**config.mk**
```make
export PLATFORM = sky130hd
export DESIGN_NAME = mem_access_stage_flat
export DESIGN_NICKNAME = d
export VERILOG_FILES = /design/src/rtl/mem_access_if.sv /design/src/rtl/mem_access_stage.sv /design/src/flat_wrapper.sv
export SDC_FILE = /design/constraint.sdc
export NUM_CORES = 1
export LEC_CHECK = 0
export ABC_AREA = 1
export ABC_CLOCK_PERIOD_IN_PS = 3450
export BUFFER_PORTS_ARGS = -buffer_cell sky130_fd_sc_hd__clkbuf_2
export CAP_MARGIN = 20
export CORE_AREA = 10 10 79 98
export CTS_CLUSTER_SIZE = 24
export DETAILED_ROUTE_END_ITERATION = 10
export DIE_AREA = 0 0 89 108
export GPL_TIMING_DRIVEN = 0
export PLACE_DENSITY_LB_ADDON = 0.3
export SETUP_SLACK_MARGIN = 0.3
export SLEW_MARGIN = 20
export SYNTH_ARGS = -nofsm -noshare
export SYNTH_HDL_FRONTEND = slang
export SYNTH_SLANG_ARGS = --single-unit
```
**constraint.sdc**
```tcl
create_clock -name clk -period 3.45 [get_ports clk]
set_input_delay 0.8625 -clock clk [delete_from_list [all_inputs] [get_ports clk]]
set_output_delay 0.8625 -clock clk [all_outputs]
set_load 0.03 [all_outputs]
```
**src/rtl/mem_access_if.sv**
```systemverilog
// Memory-side bus of the MEM stage: request/strobe/address/data out, one-cycle ack with read data back.
interface mem_access_if #(
    parameter int DATA_W = 16
);
    logic              mem_req;
    logic              mem_we;
    logic [DATA_W-1:0] mem_addr;
    logic [DATA_W-1:0] mem_wdata;
    logic              mem_ack;
    logic [DATA_W-1:0] mem_rdata;

    modport master (
        output mem_req, mem_we, mem_addr, mem_wdata,
        input  mem_ack, mem_rdata
    );

    modport slave (
        input  mem_req, mem_we, mem_addr, mem_wdata,
        output mem_ack, mem_rdata
    );
endinterface

```
**src/rtl/mem_access_stage.sv**
```systemverilog
// Pipeline MEM stage: stalls the pipe around one multi-cycle memory access, passes control through otherwise.
// Optional WAIT timeout with a one-cycle mem_err pulse is built when MEM_TIMEOUT_EN is defined.
//
//   state  | meaning
//   IDLE   | pass-through; an access raises stall and latches addr/data/we
//   WAIT   | mem_req held with latched values until mem_ack (or timeout)
//   DONE   | stall released, Mem_out_next = captured load data, back to IDLE
module mem_access_stage #(
    parameter int DATA_W  = 16,
    parameter int TIMEOUT = 15
) (
    input  logic              clk,
    input  logic              rst_n,
    mem_access_if.master      bus,

    input  logic              valid_in,
    input  logic              MemRead_in,
    input  logic              MemWrite_in,
    input  logic [1:0]        RegDst_in,
    input  logic              MemtoReg_in,
    input  logic              RegWrite_in,
    input  logic              run_in,
    input  logic              call_in,
    input  logic [3:0]        Rd_in,
    input  logic [15:0]       pc_addr_in,
    input  logic [DATA_W-1:0] ALU_result_in,
    input  logic [DATA_W-1:0] store_data_in,

    output logic [1:0]        RegDst_next,
    output logic              MemtoReg_next,
    output logic              RegWrite_next,
    output logic              run_next,
    output logic              call_next,
    output logic [3:0]        Rd_next,
    output logic [15:0]       pc_addr_next,
    output logic [DATA_W-1:0] ALU_result_next,
    output logic [DATA_W-1:0] Mem_out_next,
    output logic              stall,
    output logic              mem_err
);

    typedef enum logic [1:0] {
        S_IDLE = 2'd0,
        S_WAIT = 2'd1,
        S_DONE = 2'd2
    } state_t;

    state_t            r_state;
    state_t            w_state_nxt;
    logic              w_access;
    logic              w_timeout;
    logic [DATA_W-1:0] r_addr;
    logic [DATA_W-1:0] r_wdata;
    logic              r_we;
    logic [DATA_W-1:0] r_rdata;

    assign w_access = valid_in & (MemRead_in | MemWrite_in);

`ifdef MEM_TIMEOUT_EN
    // Down-counter loaded on entry to WAIT; terminal count in WAIT without ack aborts the access.
    localparam logic [3:0] CNT_LOAD = 4'(TIMEOUT - 1);

    logic [3:0] r_cnt;
    logic       r_tmo;

    assign w_timeout = (r_state == S_WAIT) && !bus.mem_ack && (r_cnt == 4'd0);

    always_ff @(posedge clk or negedge rst_n) begin
        if (!rst_n) begin
            r_cnt <= 4'd0;
            r_tmo <= 1'b0;
        end else begin
            if (r_state == S_IDLE && w_access)
                r_cnt <= CNT_LOAD;
            else if (r_state == S_WAIT && r_cnt != 4'd0)
                r_cnt <= r_cnt - 4'd1;
            r_tmo <= w_timeout;
        end
    end

    assign mem_err = r_tmo;
`else
    assign w_timeout = 1'b0;
    assign mem_err   = 1'b0;
`endif

    always_ff @(posedge clk or negedge rst_n) begin
        if (!rst_n)
            r_state <= S_IDLE;
        else
            r_state <= w_state_nxt;
    end

    always_comb begin
        w_state_nxt = r_state;
        unique case (r_state)
            S_IDLE:  if (w_access) w_state_nxt = S_WAIT;
            S_WAIT:  if (bus.mem_ack || w_timeout) w_state_nxt = S_DONE;
            S_DONE:  w_state_nxt = S_IDLE;
            default: w_state_nxt = S_IDLE;
        endcase
    end

    // Both MemRead and MemWrite set is a store, so only MemWrite is latched as the strobe.
    always_ff @(posedge clk or negedge rst_n) begin
        if (!rst_n) begin
            r_addr  <= '0;
            r_wdata <= '0;
            r_we    <= 1'b0;
            r_rdata <= '0;
        end else begin
            if (r_state == S_IDLE && w_access) begin
                r_addr  <= ALU_result_in;
                r_wdata <= store_data_in;
                r_we    <= MemWrite_in;
            end
            if (r_state == S_WAIT && bus.mem_ack)
                r_rdata <= r_we ? '0 : bus.mem_rdata;
            else if (w_timeout)
                r_rdata <= '0;
        end
    end

    assign bus.mem_addr  = r_addr;
    assign bus.mem_wdata = r_wdata;

    always_comb begin
        RegDst_next     = RegDst_in;
        MemtoReg_next   = MemtoReg_in;
        RegWrite_next   = RegWrite_in;
        run_next        = run_in;
        call_next       = call_in;
        Rd_next         = Rd_in;
        pc_addr_next    = pc_addr_in;
        ALU_result_next = ALU_result_in;
        Mem_out_next    = '0;
        stall           = 1'b0;
        bus.mem_req     = 1'b0;
        bus.mem_we      = 1'b0;
        unique case (r_state)
            S_IDLE: stall = w_access & rst_n;
            S_WAIT: begin
                stall       = 1'b1;
                bus.mem_req = 1'b1;
                bus.mem_we  = r_we;
            end
            S_DONE: begin
                Mem_out_next = r_rdata;
`ifdef MEM_TIMEOUT_EN
                if (r_tmo) RegWrite_next = 1'b0;
`endif
            end
            default: ;
        endcase
    end

endmodule

```
**src/flat_wrapper.sv**
```systemverilog
// flat-port wrapper written by rule: the top's interface ports become plain ports
module mem_access_stage_flat 
#(
    parameter int DATA_W  = 16,
    parameter int TIMEOUT = 15
)
  (clk, rst_n, valid_in, MemRead_in, MemWrite_in, RegDst_in, MemtoReg_in, RegWrite_in, run_in, call_in, Rd_in, pc_addr_in, ALU_result_in, store_data_in, RegDst_next, MemtoReg_next, RegWrite_next, run_next, call_next, Rd_next, pc_addr_next, ALU_result_next, Mem_out_next, stall, mem_err, bus_mem_req, bus_mem_we, bus_mem_addr, bus_mem_wdata, bus_mem_ack, bus_mem_rdata);
  mem_access_if #(.DATA_W(DATA_W)) bus_i ();
  input  logic clk;
  input  logic rst_n;
  input  logic valid_in;
  input  logic MemRead_in;
  input  logic MemWrite_in;
  input  logic [1:0] RegDst_in;
  input  logic MemtoReg_in;
  input  logic RegWrite_in;
  input  logic run_in;
  input  logic call_in;
  input  logic [3:0] Rd_in;
  input  logic [15:0] pc_addr_in;
  input  logic [DATA_W-1:0] ALU_result_in;
  input  logic [DATA_W-1:0] store_data_in;
  output logic [1:0] RegDst_next;
  output logic MemtoReg_next;
  output logic RegWrite_next;
  output logic run_next;
  output logic call_next;
  output logic [3:0] Rd_next;
  output logic [15:0] pc_addr_next;
  output logic [DATA_W-1:0] ALU_result_next;
  output logic [DATA_W-1:0] Mem_out_next;
  output logic stall;
  output logic mem_err;
  output wire logic [$bits(bus_i.mem_req)-1:0] bus_mem_req;
  output wire logic [$bits(bus_i.mem_we)-1:0] bus_mem_we;
  output wire logic [$bits(bus_i.mem_addr)-1:0] bus_mem_addr;
  output wire logic [$bits(bus_i.mem_wdata)-1:0] bus_mem_wdata;
  input wire logic [$bits(bus_i.mem_ack)-1:0] bus_mem_ack;
  input wire logic [$bits(bus_i.mem_rdata)-1:0] bus_mem_rdata;
  assign bus_mem_req = bus_i.mem_req;
  assign bus_mem_we = bus_i.mem_we;
  assign bus_mem_addr = bus_i.mem_addr;
  assign bus_mem_wdata = bus_i.mem_wdata;
  assign bus_i.mem_ack = bus_mem_ack;
  assign bus_i.mem_rdata = bus_mem_rdata;
  mem_access_stage #(.DATA_W(DATA_W), .TIMEOUT(TIMEOUT)) u_core (.clk(clk), .rst_n(rst_n), .bus(bus_i), .valid_in(valid_in), .MemRead_in(MemRead_in), .MemWrite_in(MemWrite_in), .RegDst_in(RegDst_in), .MemtoReg_in(MemtoReg_in), .RegWrite_in(RegWrite_in), .run_in(run_in), .call_in(call_in), .Rd_in(Rd_in), .pc_addr_in(pc_addr_in), .ALU_result_in(ALU_result_in), .store_data_in(store_data_in), .RegDst_next(RegDst_next), .MemtoReg_next(MemtoReg_next), .RegWrite_next(RegWrite_next), .run_next(run_next), .call_next(call_next), .Rd_next(Rd_next), .pc_addr_next(pc_addr_next), .ALU_result_next(ALU_result_next), .Mem_out_next(Mem_out_next), .stall(stall), .mem_err(mem_err));
endmodule
```
**Word level (Yosys, flattened, before mapping)**

Cells that the tools add are included.

- Add/sub/neg operators: 0
- Multiply operators: 0
- Div/mod/pow operators: 0
- Magnitude comparators: 0
- Equality and inequality tests: 4
- Shifts and indexed selects: 0
- Multiplexer cells: 8
- Bitwise operators: 3
- Reductions and logical operators: 4

Operators with widths:

| kind | number |
|---|---|
| $mux W16 | 2 |
| $mux W2 | 2 |
| $pmux W2 S2 | 1 |
| $and A1 B1 Y1 | 2 |
| $eq A2 B1 Y1 const B | 1 |
| $eq A2 B2 Y1 const B | 1 |
| $logic_and A1 B1 Y1 | 2 |
| $logic_not A2 Y1 | 1 |
| $mux W1 | 2 |
| $ne A2 B1 Y1 const B | 1 |
| $ne A2 B2 Y1 const B | 1 |
| $pmux W1 S2 | 1 |
| $reduce_and A2 Y1 | 1 |
| $or A1 B1 Y1 | 1 |

- Bits in registers: 51
- Latch bits: 0
- Memory bits (writable): 0
- Memory bits (read-only): 0
- Input port bits: 80
- Output and inout port bits: 94
- Logic and storage cells: 24
- Memories kept: 0

**Logic depth before layout (Yosys ltp)**

Gate-level depths: netlist of run 1.

- Depth in word-level cells: 4
- Gate-level depth with buffers: 6
- Mapped depth without buffers: 5

**Worst setup path after synthesis of run 1**

Ideal clock, no wire load.

- Path kind: in2out
- Start point: in MemRead_in
- End point: out stall
- Arrival time: 1.593 ns
- Required time: 2.588 ns
- Slack: 0.994 ns
- Stages: 5
- Path buffers: 1
- Cell sequence: inv_1 -> nand2_1 -> buf_2 -> nand4_1 -> nand2_1

- Word-level cells in the longest chain between the ends: 4

Ends and longest elaborated chain:

| what | RTL line | RTL |
|---|---|---|
| start: declaration | flat_wrapper.sv:12 | `input logic MemRead_in;` |
| $or A1 B1 Y1 | mem_access_stage.sv:57 | `assign w_access = valid_in & (MemRead_in \| MemWrite_in);` |
| $and A1 B1 Y1 | mem_access_stage.sv:57 |  |
| $and A1 B1 Y1 | mem_access_stage.sv:141 | `S_IDLE: stall = w_access & rst_n;` |
| $pmux W1 S2 | mem_access_stage.sv:140 | `unique case (r_state)` |
| end: declaration | flat_wrapper.sv:32 | `output logic stall;` |

Every way passes these cells.

**Worst setup path in the final report of run 1**

- Start point: in rst_n
- End point: out stall

- Word-level cells in the longest chain between the ends: 2

Ends and longest elaborated chain:

| what | RTL line | RTL |
|---|---|---|
| start: declaration | flat_wrapper.sv:10 | `input logic rst_n;` |
| $and A1 B1 Y1 | mem_access_stage.sv:141 |  |
| $pmux W1 S2 | mem_access_stage.sv:140 |  |

Every way passes these cells.

==> results.md, run 1 <==
- Critical path's top delay family: buffers and inverters
- Drt total wl: 7580 µm
- CTS Buffer Depth: 2
- Syn. warnings: 0
- RePlAce Congestion: 0.737
- Starting density of the core: 43.5%
- VDD IR max: 0.331 mV
- Commonest cells after routing, fill and taps aside: clkbuf_2, nand2_1, dfrtp_1
- Largest net degree at the start of global routing: 53
- Hold EP: u_core.bus.mem_wdata[7]$_DFFE_PN0P_
- Cts bufs inserted: 5
- Max_slew headroom: 52.8%
- Final nets: 540
- Fin crit period: 2.82 ns
- R2r setup slk: 2.20 ns
- Register bit count reported by yosys: 51
- CP max FO: 52
- Reg2reg path depth: 4
- Via density: 4.65
- # rows: 32
- Setup CP Type: in2out
- CTS root buffer: clkbuf_8
- Hold depth: 2
- IO Pins: 174
- Worst path max stage delay: 0.58 ns
- Syn Nets: 388
- Worst hold path type: reg2reg
- Leakage Power: 2.09 nW
- WL/cell: 14.3 µm
- Antenna violations before repair: 0
- Clock tree sinks: 51
- Final worst path period share: 81.9%
- CP endpoint kind: output pin
- Post-DP HPWL: 6110 µm
- Core area: 0.00597 mm²
- Clock latency on the worst-skew pair: 0.30 ns
- Hold Vio Cnt, Final: 0
- Worst path cell trace: clkbuf_4 > nand4_1 > nand2_1 > clkbuf_2
- Pre-antenna DRT Iters: 4
- Area share of the largest cell type after synthesis: 49.2%
- DRT antenna net count: 0
- Levels on crit path: 4
- Vias in the first global route: 2524
- Port Buffers: 145
- Count of hold-fix buffers inserted at cts: 0
- Setup TNS: 0 ns
- Least-Margin Pin Slew: 0.708 ns
- Critical Path AT: 1.96 ns
- Crit path max-delay cell type: clkbuf_4
- F_max: 0.354 GHz
- Clock skew: 0.00765 ns
- PwrDens: 679 mW/mm²
- Final setup viols: 0
- Hold_ws: 0.478 ns
- Die Y: 108 µm
- N_diodes: 0
- Startpoint types: input pin
- Critical path data required time: 2.59 ns
- Die area: 0.00961 mm²
- Storage cell area: 0.00128 mm²
- Post-Syn Area: 0.00259 mm²
- DRT iter0 DRCs: 71
- Clock-pin slew on the worst setup and hold paths: 0.09 ns
- Most common cell after layout, fill and taps aside: clkbuf_2
- Status: finished, final reports clean
- Sequential element share of the synthesized area: 49.2%
- Drt drc: 0
- Pre-CTS setup slack: 0.546 ns
- GR Util All Layers: 15.4%
- FF-to-FF End: u_core.r_rdata[13]$_DFFE_PN0P_
- Synth area leader: dfrtp_1
- Filler cells: 595
- Share of cells above drive strength 1: 47.1%
- Cell count after synthesis: 308
- Final worst setup slack: 0.625 ns
- Post-CTS Resized: 0
- Critical path buffers and inverters: 2
- RSZ-0062 raised after global routing: false
- Reg2Reg Launch Point: u_core.r_we$_DFFE_PN0P_
- Via Count: 2461
- Hold path start: u_core.bus.mem_wdata[7]$_DFFE_PN0P_
- Library cells used by synthesis: 18
- Synth-to-Final Area Change: 35.9%
- Synthesized area per cell: 8.42 µm²
- CTS tree: done
- First-pass GRT wire length: 11900 µm
- H-tree levels: 2
- Largest cells by area after synthesis: dfrtp_1, nand2_1, buf_4
- Max Cap Violations: 0
- Multi-input logic area: 791 µm²
- Die width: 89 µm
- GRT overflow: 0
- Slew Limit Fails: 0
- Setup bufs post-CTS: 0
[how the worst max path moves through the flow]
stage                     slack, ns        from  endpoint
after global placement         0.13       rst_n     stall
after detailed placement       0.55       rst_n     stall
after floorplan                0.99  MemRead_in     stall
final                          0.63       rst_n     stall
after CTS                      0.55       rst_n     stall
after global routing           0.42       rst_n     stall
[through the flow]
| step | cell area, µm² | util (%) | total power, W | std cells |
|---|---|---|---|---|
| 2_1_floorplan | 2590 | - | 0.00166 | 308 |
| 3_3_place_gp | 3400 | 57.1 | 0.00197 | 521 |
| 3_5_place_dp | 3410 | 57.1 | 0.00200 | 521 |
| 4_1_cts | 3520 | 59.1 | 0.00243 | 529 |
| 5_1_grt | 3520 | 59.1 | 0.00257 | 529 |
| 6_report | 3520 | 59.1 | 0.00239 | 529 |
[flip-flops by register name, summed over array words and instances, names as in the netlist]
name                  cells
u_core.bus.mem_addr      16
u_core.bus.mem_wdata     16
u_core.r_rdata           16
u_core.r_state            2
u_core.r_we               1
[worst min-delay path, stage by stage, from the launching register on]
cell and delay, ns:
dfrtp_1 0.35, nand2_1 0.05, nand2_1 0.05
[layer usage]
metal / wire length [µm] / global-route usage, %
met3: 850 / 6.17
met1: 2870 / 17.7
met2: 3780 / 25.9
met5: 0 / 0
met4: 85 / 4.21
[cells in the mapped netlist, drive strengths merged]
cell / count
nand3: 1
dfrtp: 51
nor2: 19
inv: 21
nand2: 102
nand4: 34
o21ai: 17
conb: 1
buf: 60
clkinv: 1
clkbuf: 1
[final cells by class]
class,instances,area share [%]
sequential,51,36.2
multi-input combinational,174,22.4
timing repair buffer,145,20.7
buffer,61,12.6
tap,68,2.41
clock buffer,6,2.34
inverter,22,2.34
clock inverter,2,0.994
[power by group]
part           total, W  internal, W  switching (W)
Combinational   0.00103     0.000320       0.000715
Sequential     0.000928     0.000813       0.000115
Clock          0.000432     0.000235       0.000197
Total           0.00239      0.00137        0.00103
[cells by family after synthesis]
family,Yosys count,synth area share [%]
flip-flops,51,49.2
other,1,0.145
AO/OA/AOI/OAI,17,3.28
AND/OR/NAND/NOR,156,27.1
buffers and inverters,83,20.3
No activity file was read; power rests on OpenSTA's default activity.
==> inputs of run 2 (changes only) <==
--- a/config.mk
+++ b/config.mk
@@ -6,13 +6,13 @@
 export NUM_CORES = 1
 export LEC_CHECK = 0
 export ABC_AREA = 1
-export ABC_CLOCK_PERIOD_IN_PS = 3450
+export ABC_CLOCK_PERIOD_IN_PS = 2400
 export BUFFER_PORTS_ARGS = -buffer_cell sky130_fd_sc_hd__clkbuf_2
 export CAP_MARGIN = 20
-export CORE_AREA = 10 10 79 98
+export CORE_AREA = 10 10 85 106
 export CTS_CLUSTER_SIZE = 24
 export DETAILED_ROUTE_END_ITERATION = 10
-export DIE_AREA = 0 0 89 108
+export DIE_AREA = 0 0 95 116
 export GPL_TIMING_DRIVEN = 0
 export PLACE_DENSITY_LB_ADDON = 0.3
 export SETUP_SLACK_MARGIN = 0.3
==> constraint.sdc (replaced) <==
create_clock -name clk -period 2.4 [get_ports clk]
set_input_delay 0.6 -clock clk [delete_from_list [all_inputs] [get_ports clk]]
set_output_delay 0.6 -clock clk [all_outputs]
set_load 0.03 [all_outputs]
==> results.md, run 2 (synthesized netlist as in run 1, its figures left out) <==
- Share of cells above drive strength 1: 48.3% (+1.2 points)
- Clock-pin slew on the worst setup and hold paths: 0.09 ns (about the same)
- Die width: 95 µm (+6.7%)
- Final nets: 541 (+0.19%)
- Starting density of the core: 37.6% (-5.8 points)
- Drt drc: 0 (unchanged)
- Drt total wl: 7740 µm (+2.0%)
- Worst path max stage delay: 0.26 ns (-0.32 ns)
- FF-to-FF End: u_core.bus.mem_wdata[6]$_DFFE_PN0P_
- Port Buffers: 145 (unchanged)
- F_max: 0.493 GHz
- Core area: 0.00689 mm² (+16%)
- Vias in the first global route: 2598 (+2.9%)
- Die area: 0.0110 mm² (+15%)
- CP max FO: 10 (-81%)
- Die Y: 116 µm (+7.4%)
- N_diodes: 0 (unchanged)
- Critical path's top delay family: buffers and inverters
- Clock tree sinks: 51 (unchanged)
- # rows: 34 (+6.3%)
- Net switching fraction of the power: 43.6% (+0.69 points)
- DRT antenna net count: 0 (unchanged)
- GR Util All Layers: 13.8% (-1.6 points)
- Reg2reg path depth: 6 (+2)
- Max Cap Violations: 0 (unchanged)
- Via density: 4.46 (-4.1%)
- CP most frequent cell: buf_2
- Clk pwr share: 15.8% (-2.2 points)
- WL/cell: 14.0 µm (-2.2%)
- Crit path max-delay cell type: buf_2
- Int Power: 0.00192 W (+40%)
- DRT iter0 DRCs: 90 (+27%)
- Worst path cell trace: buf_2 > buf_2 > nand4_1 > nand2_1 > clkbuf_4
- Setup CP Type: in2out
- Critical path buffers and inverters: 3 (+1)
- Final setup viols: 0 (unchanged)
- VDD IR max: 0.419 mV (+26%)
- H-tree levels: 2 (unchanged)
- GRT overflow: 0 (unchanged)
- Startpoint types: input pin
- Total power: 0.00340 W (+42%)
- Cell Count, Final, Fillers Out: 552 (+4.3%)
- Slew Limit Fails: 0 (unchanged)
- Clock skew: 0.00411 ns (-0.00354 ns)
- Post-DP HPWL: 6230 µm (+1.9%)
- Comb power frac: 44.8% (+1.6 points)
- Via Count: 2462 (+0.041%)
- Psw: 0.00148 W (+44%)
- Worst hold path type: in2async
- Antenna violations before repair: 0 (unchanged)
- RSZ-0062 raised after global routing: true
- RePlAce Congestion: 0.746 (+1.2%)
- Placed insts: 543 (+4.2%)
- IO Pins: 174 (unchanged)
- Cts bufs inserted: 5 (unchanged)
- PwrDens: 944 mW/mm² (+39%)
- CP endpoint kind: output pin
- Synth-to-Final Area Change: 39.0%
- Commonest cells after routing, fill and taps aside: clkbuf_2, nand2_1, buf_4
- Clock latency on the worst-skew pair: 0.30 ns (about the same)
- Fin crit period: 2.03 ns
- CTS tree: done
- Most common cell after layout, fill and taps aside: clkbuf_2
- Critical Path AT: 1.43 ns (-0.53 ns)
- Pre-antenna DRT Iters: 4 (unchanged)
- CTS Buffer Depth: 2 (unchanged)
- First-pass GRT wire length: 12400 µm (+3.8%)
- R2r setup slk: 1.12 ns (-1.08 ns)
- Filler cells: 703 (+18%)
- Reg2Reg Launch Point: u_core.r_state[1]$_DFFE_PN0P_
- Status: finished, final reports clean
- Critical path data required time: 1.80 ns (-0.79 ns)
- Hold Vio Cnt, Final: 0 (unchanged)
- Sequential Power Share: 39.5% (+0.7 points)
- Largest net degree at the start of global routing: 53 (unchanged)
- Leakage Power: 2.11 nW (+0.93%)
- Final worst path period share: 84.5%
- CTS root buffer: clkbuf_8
==> run 2: worst max path at each step <==
stage | startpoint | end | slack [ns] | cells after the start
4_1_cts | u_core.r_state[1]$_DFFE_PN0P_ | stall | 0.30 | 5
2_1_floorplan | MemRead_in | stall | 0.47 | 5
3_3_place_gp | rst_n | stall | -0.36 | 4
5_1_grt | u_core.r_state[0]$_DFFE_PN0P_ | Mem_out_next[2] | 0.29 | 5
6_report | valid_in | stall | 0.37 | 5
3_5_place_dp | rst_n | stall | 0.09 | 4
==> run 2: stage by stage <==
stage	worst slack (ns)	cell area, µm²	hold slack [ns]	setup TNS, ns	util (%)
2_1_floorplan	0.469	2590	0.304	0	-
3_3_place_gp	-0.358	3430	0.454	-0.358	49.8
3_5_place_dp	0.0910	3430	0.458	0	49.8
4_1_cts	0.303	3570	0.252	0	51.8
5_1_grt	0.293	3600	0.268	0	52.3
6_report	0.373	3600	0.244	0	52.3
==> run 2: per-layer routing <==
layer | routed length (µm) | share of wire, % | global-route usage [%] | up-vias
met5 | 0 | 0 | 0 | -
met4 | 51 | 0.66 | 3.60 | 0
met3 | 854 | 11 | 6.02 | 4
met2 | 3840 | 50 | 23.5 | 114
met1 | 2990 | 39 | 15.5 | 1107
li1 | - | - | - | 1237
==> run 2: worst reg2reg max path: cells and delay by family, from the launching register on <==
kind	cells	cell delay, ns
flip-flops	1	0.46
AND/OR/NAND/NOR	4	0.37
buffers and inverters	2	0.34
==> run 2: power by group through the flow <==
stage,Combinational [W],Sequential [W],Clock (W)
detailed placement,0.00152,0.00136,0
finish,0.00152,0.00134,0.000537
floorplan,0.000690,0.00169,0
global route,0.00168,0.00138,0.000590
global placement,0.00150,0.00134,0
CTS,0.00154,0.00134,0.000563
==> run 2: layout make-up <==
type | count | area [µm²] | share of cell area [%]
Tap cell | 90 | 113 | 3.12
Timing Repair Buffer | 146 | 767 | 21.3
Clock inverter | 1 | 7.51 | 0.208
Clock buffer | 7 | 96.3 | 2.67
Buffer | 61 | 459 | 12.7
Multi-Input combinational cell | 174 | 801 | 22.2
Sequential cell | 51 | 1280 | 35.4
Inverter | 22 | 83.8 | 2.33
==> run 2: repair_timing <==
action                                  CTS  global route
hold buffers                              0             0
setup buffers                             1             0
resized for setup                        10            30
endpoints found under the setup margin   12            11
pin swaps                                 1             0
==> inputs of run 3 (changes only) <==
--- a/config.mk
+++ b/config.mk
@@ -6,7 +6,7 @@
 export NUM_CORES = 1
 export LEC_CHECK = 0
 export ABC_AREA = 1
-export ABC_CLOCK_PERIOD_IN_PS = 2400
+export ABC_CLOCK_PERIOD_IN_PS = 1700
 export BUFFER_PORTS_ARGS = -buffer_cell sky130_fd_sc_hd__clkbuf_2
 export CAP_MARGIN = 20
 export CORE_AREA = 10 10 85 106
==> constraint.sdc (replaced) <==
create_clock -name clk -period 1.7 [get_ports clk]
set_input_delay 0.425 -clock clk [delete_from_list [all_inputs] [get_ports clk]]
set_output_delay 0.425 -clock clk [all_outputs]
set_load 0.03 [all_outputs]
==> results.md, run 3 (synthesized netlist as in run 1, its figures left out) <==
- Final worst path period share: 105%
- WL/cell: 15.4 µm (+9.8%)
- Clock-pin slew on the worst setup and hold paths: 0.09 ns (about the same)
- Drt drc: 0 (unchanged)
- Die width: 95 µm (unchanged)
- Die area: 0.0110 mm² (unchanged)
- Hold Vio Cnt, Final: 0 (unchanged)
- Worst hold path type: in2async
- Vias in the first global route: 2665 (+2.6%)
- RSZ-0062 raised after global routing: true
- Cts bufs inserted: 5 (unchanged)
- Critical Path AT: 1.37 ns (-0.06 ns)
- N_diodes: 0 (unchanged)
- Die Y: 116 µm (unchanged)
- Largest net degree at the start of global routing: 53 (unchanged)
- Critical path data required time: 1.27 ns (-0.53 ns)
- Pre-CTS setup slack: -0.345 ns (-0.436 ns)
- Max Cap Violations: 0 (unchanged)
- Worst path max stage delay: 0.44 ns (+0.18 ns)
- Fin crit period: 1.79 ns
- Core area: 0.00689 mm² (unchanged)
- Port Buffers: 145 (unchanged)
- CTS root buffer: clkbuf_8
- GRT overflow: 0 (unchanged)
- Clock tree sinks: 51 (unchanged)
- GR Util All Layers: 14.3% (+0.50 points)
- DRT antenna net count: 0 (unchanged)
- IO Pins: 174 (unchanged)
- Final worst setup slack: -0.0912 ns (-0.464 ns)
- Count of hold-fix buffers inserted at cts: 0 (unchanged)
- Antenna violations before repair: 0 (unchanged)
- DRT iter0 DRCs: 115 (+28%)
- Via Count: 2607 (+5.9%)
- CTS tree: done
- Clock latency on the worst-skew pair: 0.29 ns (about the same)
- Via density: 4.58 (+2.7%)
- PwrDens: 1270 mW/mm² (+35%)
- Starting density of the core: 37.6% (unchanged)
- Clock skew: 0.00349 ns (-0.000614 ns)
- CTS Buffer Depth: 2 (unchanged)
- Share of cells above drive strength 1: 53.9% (+5.6 points)
- Final nets: 558 (+3.1%)
- Most common cell after layout, fill and taps aside: clkbuf_2
- # rows: 34 (unchanged)
- Post-DP HPWL: 6300 µm (+1.1%)
- Setup TNS: -1.12 ns (-1.12 ns)
- Final setup viols: 18 (+18)
- Commonest cells after routing, fill and taps aside: clkbuf_2, nand2_1, buf_4
- Pre-antenna DRT Iters: 6 (+2)
- CP max FO: 6 (-4)
- Total power: 0.00525 W (+54%)
- Drt total wl: 8750 µm (+13%)
- Hold_ws: 0.0708 ns (-0.174 ns)
- First-pass GRT wire length: 12900 µm (+3.7%)
- Startpoint types: flop
- RePlAce Congestion: 0.737 (-1.2%)
- Synth-to-Final Area Change: 59.0%
- Slew Limit Fails: 0 (unchanged)
- Worst path cell trace: buf_4 > nand2_4 > clkbuf_16 > nor2_4 > buf_8
- Leakage Power: 2.27 nW (+7.7%)
- Status: finished with violations
- Failing checks: setup timing
- VDD IR max: 0.577 mV (+38%)
- H-tree levels: 2 (unchanged)
- F_max: 0.558 GHz
- Final core utilization: 59.8% (+7.5 points)
- CP endpoint kind: output pin
- Crit path max-delay cell type: dfrtp_2
- Setup CP Type: reg2out
[run 3: changes by cell type in the layout (fill, tap and decap cells not counted), moves of 2 or more]
| cell | change |
|---|---|
| buf_8 | +21 |
| nor2_1 | -17 |
| nor2_4 | +17 |
| clkbuf_2 | -8 |
| buf_6 | +5 |
| buf_2 | -2 |
| buf_4 | -2 |
| clkbuf_16 | +2 |
| clkbuf_4 | -2 |
[run 3: repair_timing]
item	4_1_cts	5_1_grt
gates resized for setup	58	32
setup endpoints to repair	19	48
buffers inserted	6	8
cloned	0	4
pin swaps	2	5
[run 3: power by group]
part / switching [W] / internal, W / total [W] / leakage, nW
clock: 0.000387 / 0.000372 / 0.000759 / 0.0515
sequential: 0.000244 / 0.00165 / 0.00190 / 0.639
combinational: 0.00168 / 0.000923 / 0.00260 / 1.58
total: 0.00231 / 0.00295 / 0.00525 / 2.27
[run 3: critical path, delay by kind of cell, from the launching register on]
kind / cells / cell delay, ns
buffers and inverters: 3 / 0.47
DFF: 1 / 0.44
and+or+nand+nor: 2 / 0.17
[run 3: through the flow]
stage,cell area [µm²],std cells
2_1_floorplan,2700,308
3_3_place_gp,3540,543
3_5_place_dp,3540,543
4_1_cts,3920,557
5_1_grt,4120,569
6_report,4120,569
[run 3: cell type report]
| class | instances | area [µm²] |
|---|---|---|
| fill | 613 | 2770 |
| timing repair buffer | 162 | 1120 |
| sequential | 51 | 1280 |
| tap | 90 | 113 |
| multi-input combinational | 175 | 948 |
| inverter | 22 | 83.8 |
| buffer | 61 | 485 |
| clock buffer | 8 | 100 |
[run 3: path summary, 6_finish.rpt]
check	start	depth (start not counted)	slack (ns)	endpoint
setup / recovery	u_core.r_state[1]$_DFFE_PN0P_	5	-0.09	Mem_out_next[12]
hold reg to reg	u_core.bus.mem_addr[8]$_DFFE_PN0P_	2	0.47	u_core.bus.mem_addr[8]$_DFFE_PN0P_
setup reg to reg	u_core.r_state[0]$_DFFE_PN0P_	8	0.26	u_core.bus.mem_addr[9]$_DFFE_PN0P_
min in group clk	store_data_in[4]	3	0.36	u_core.bus.mem_wdata[4]$_DFFE_PN0P_
hold / removal	rst_n	1	0.07	u_core.r_rdata[3]$_DFFE_PN0P_
max in group asynchronous	rst_n	1	1.30	u_core.r_state[1]$_DFFE_PN0P_
[run 3: routing by layer]
layer  track usage, %  routed length, µm  part of all wire, %
met5                0                  0                    0
met4             3.00                 47                 0.54
met1             16.6               3210                   37
met3             5.63                859                  9.8
met2             24.4               4630                   53
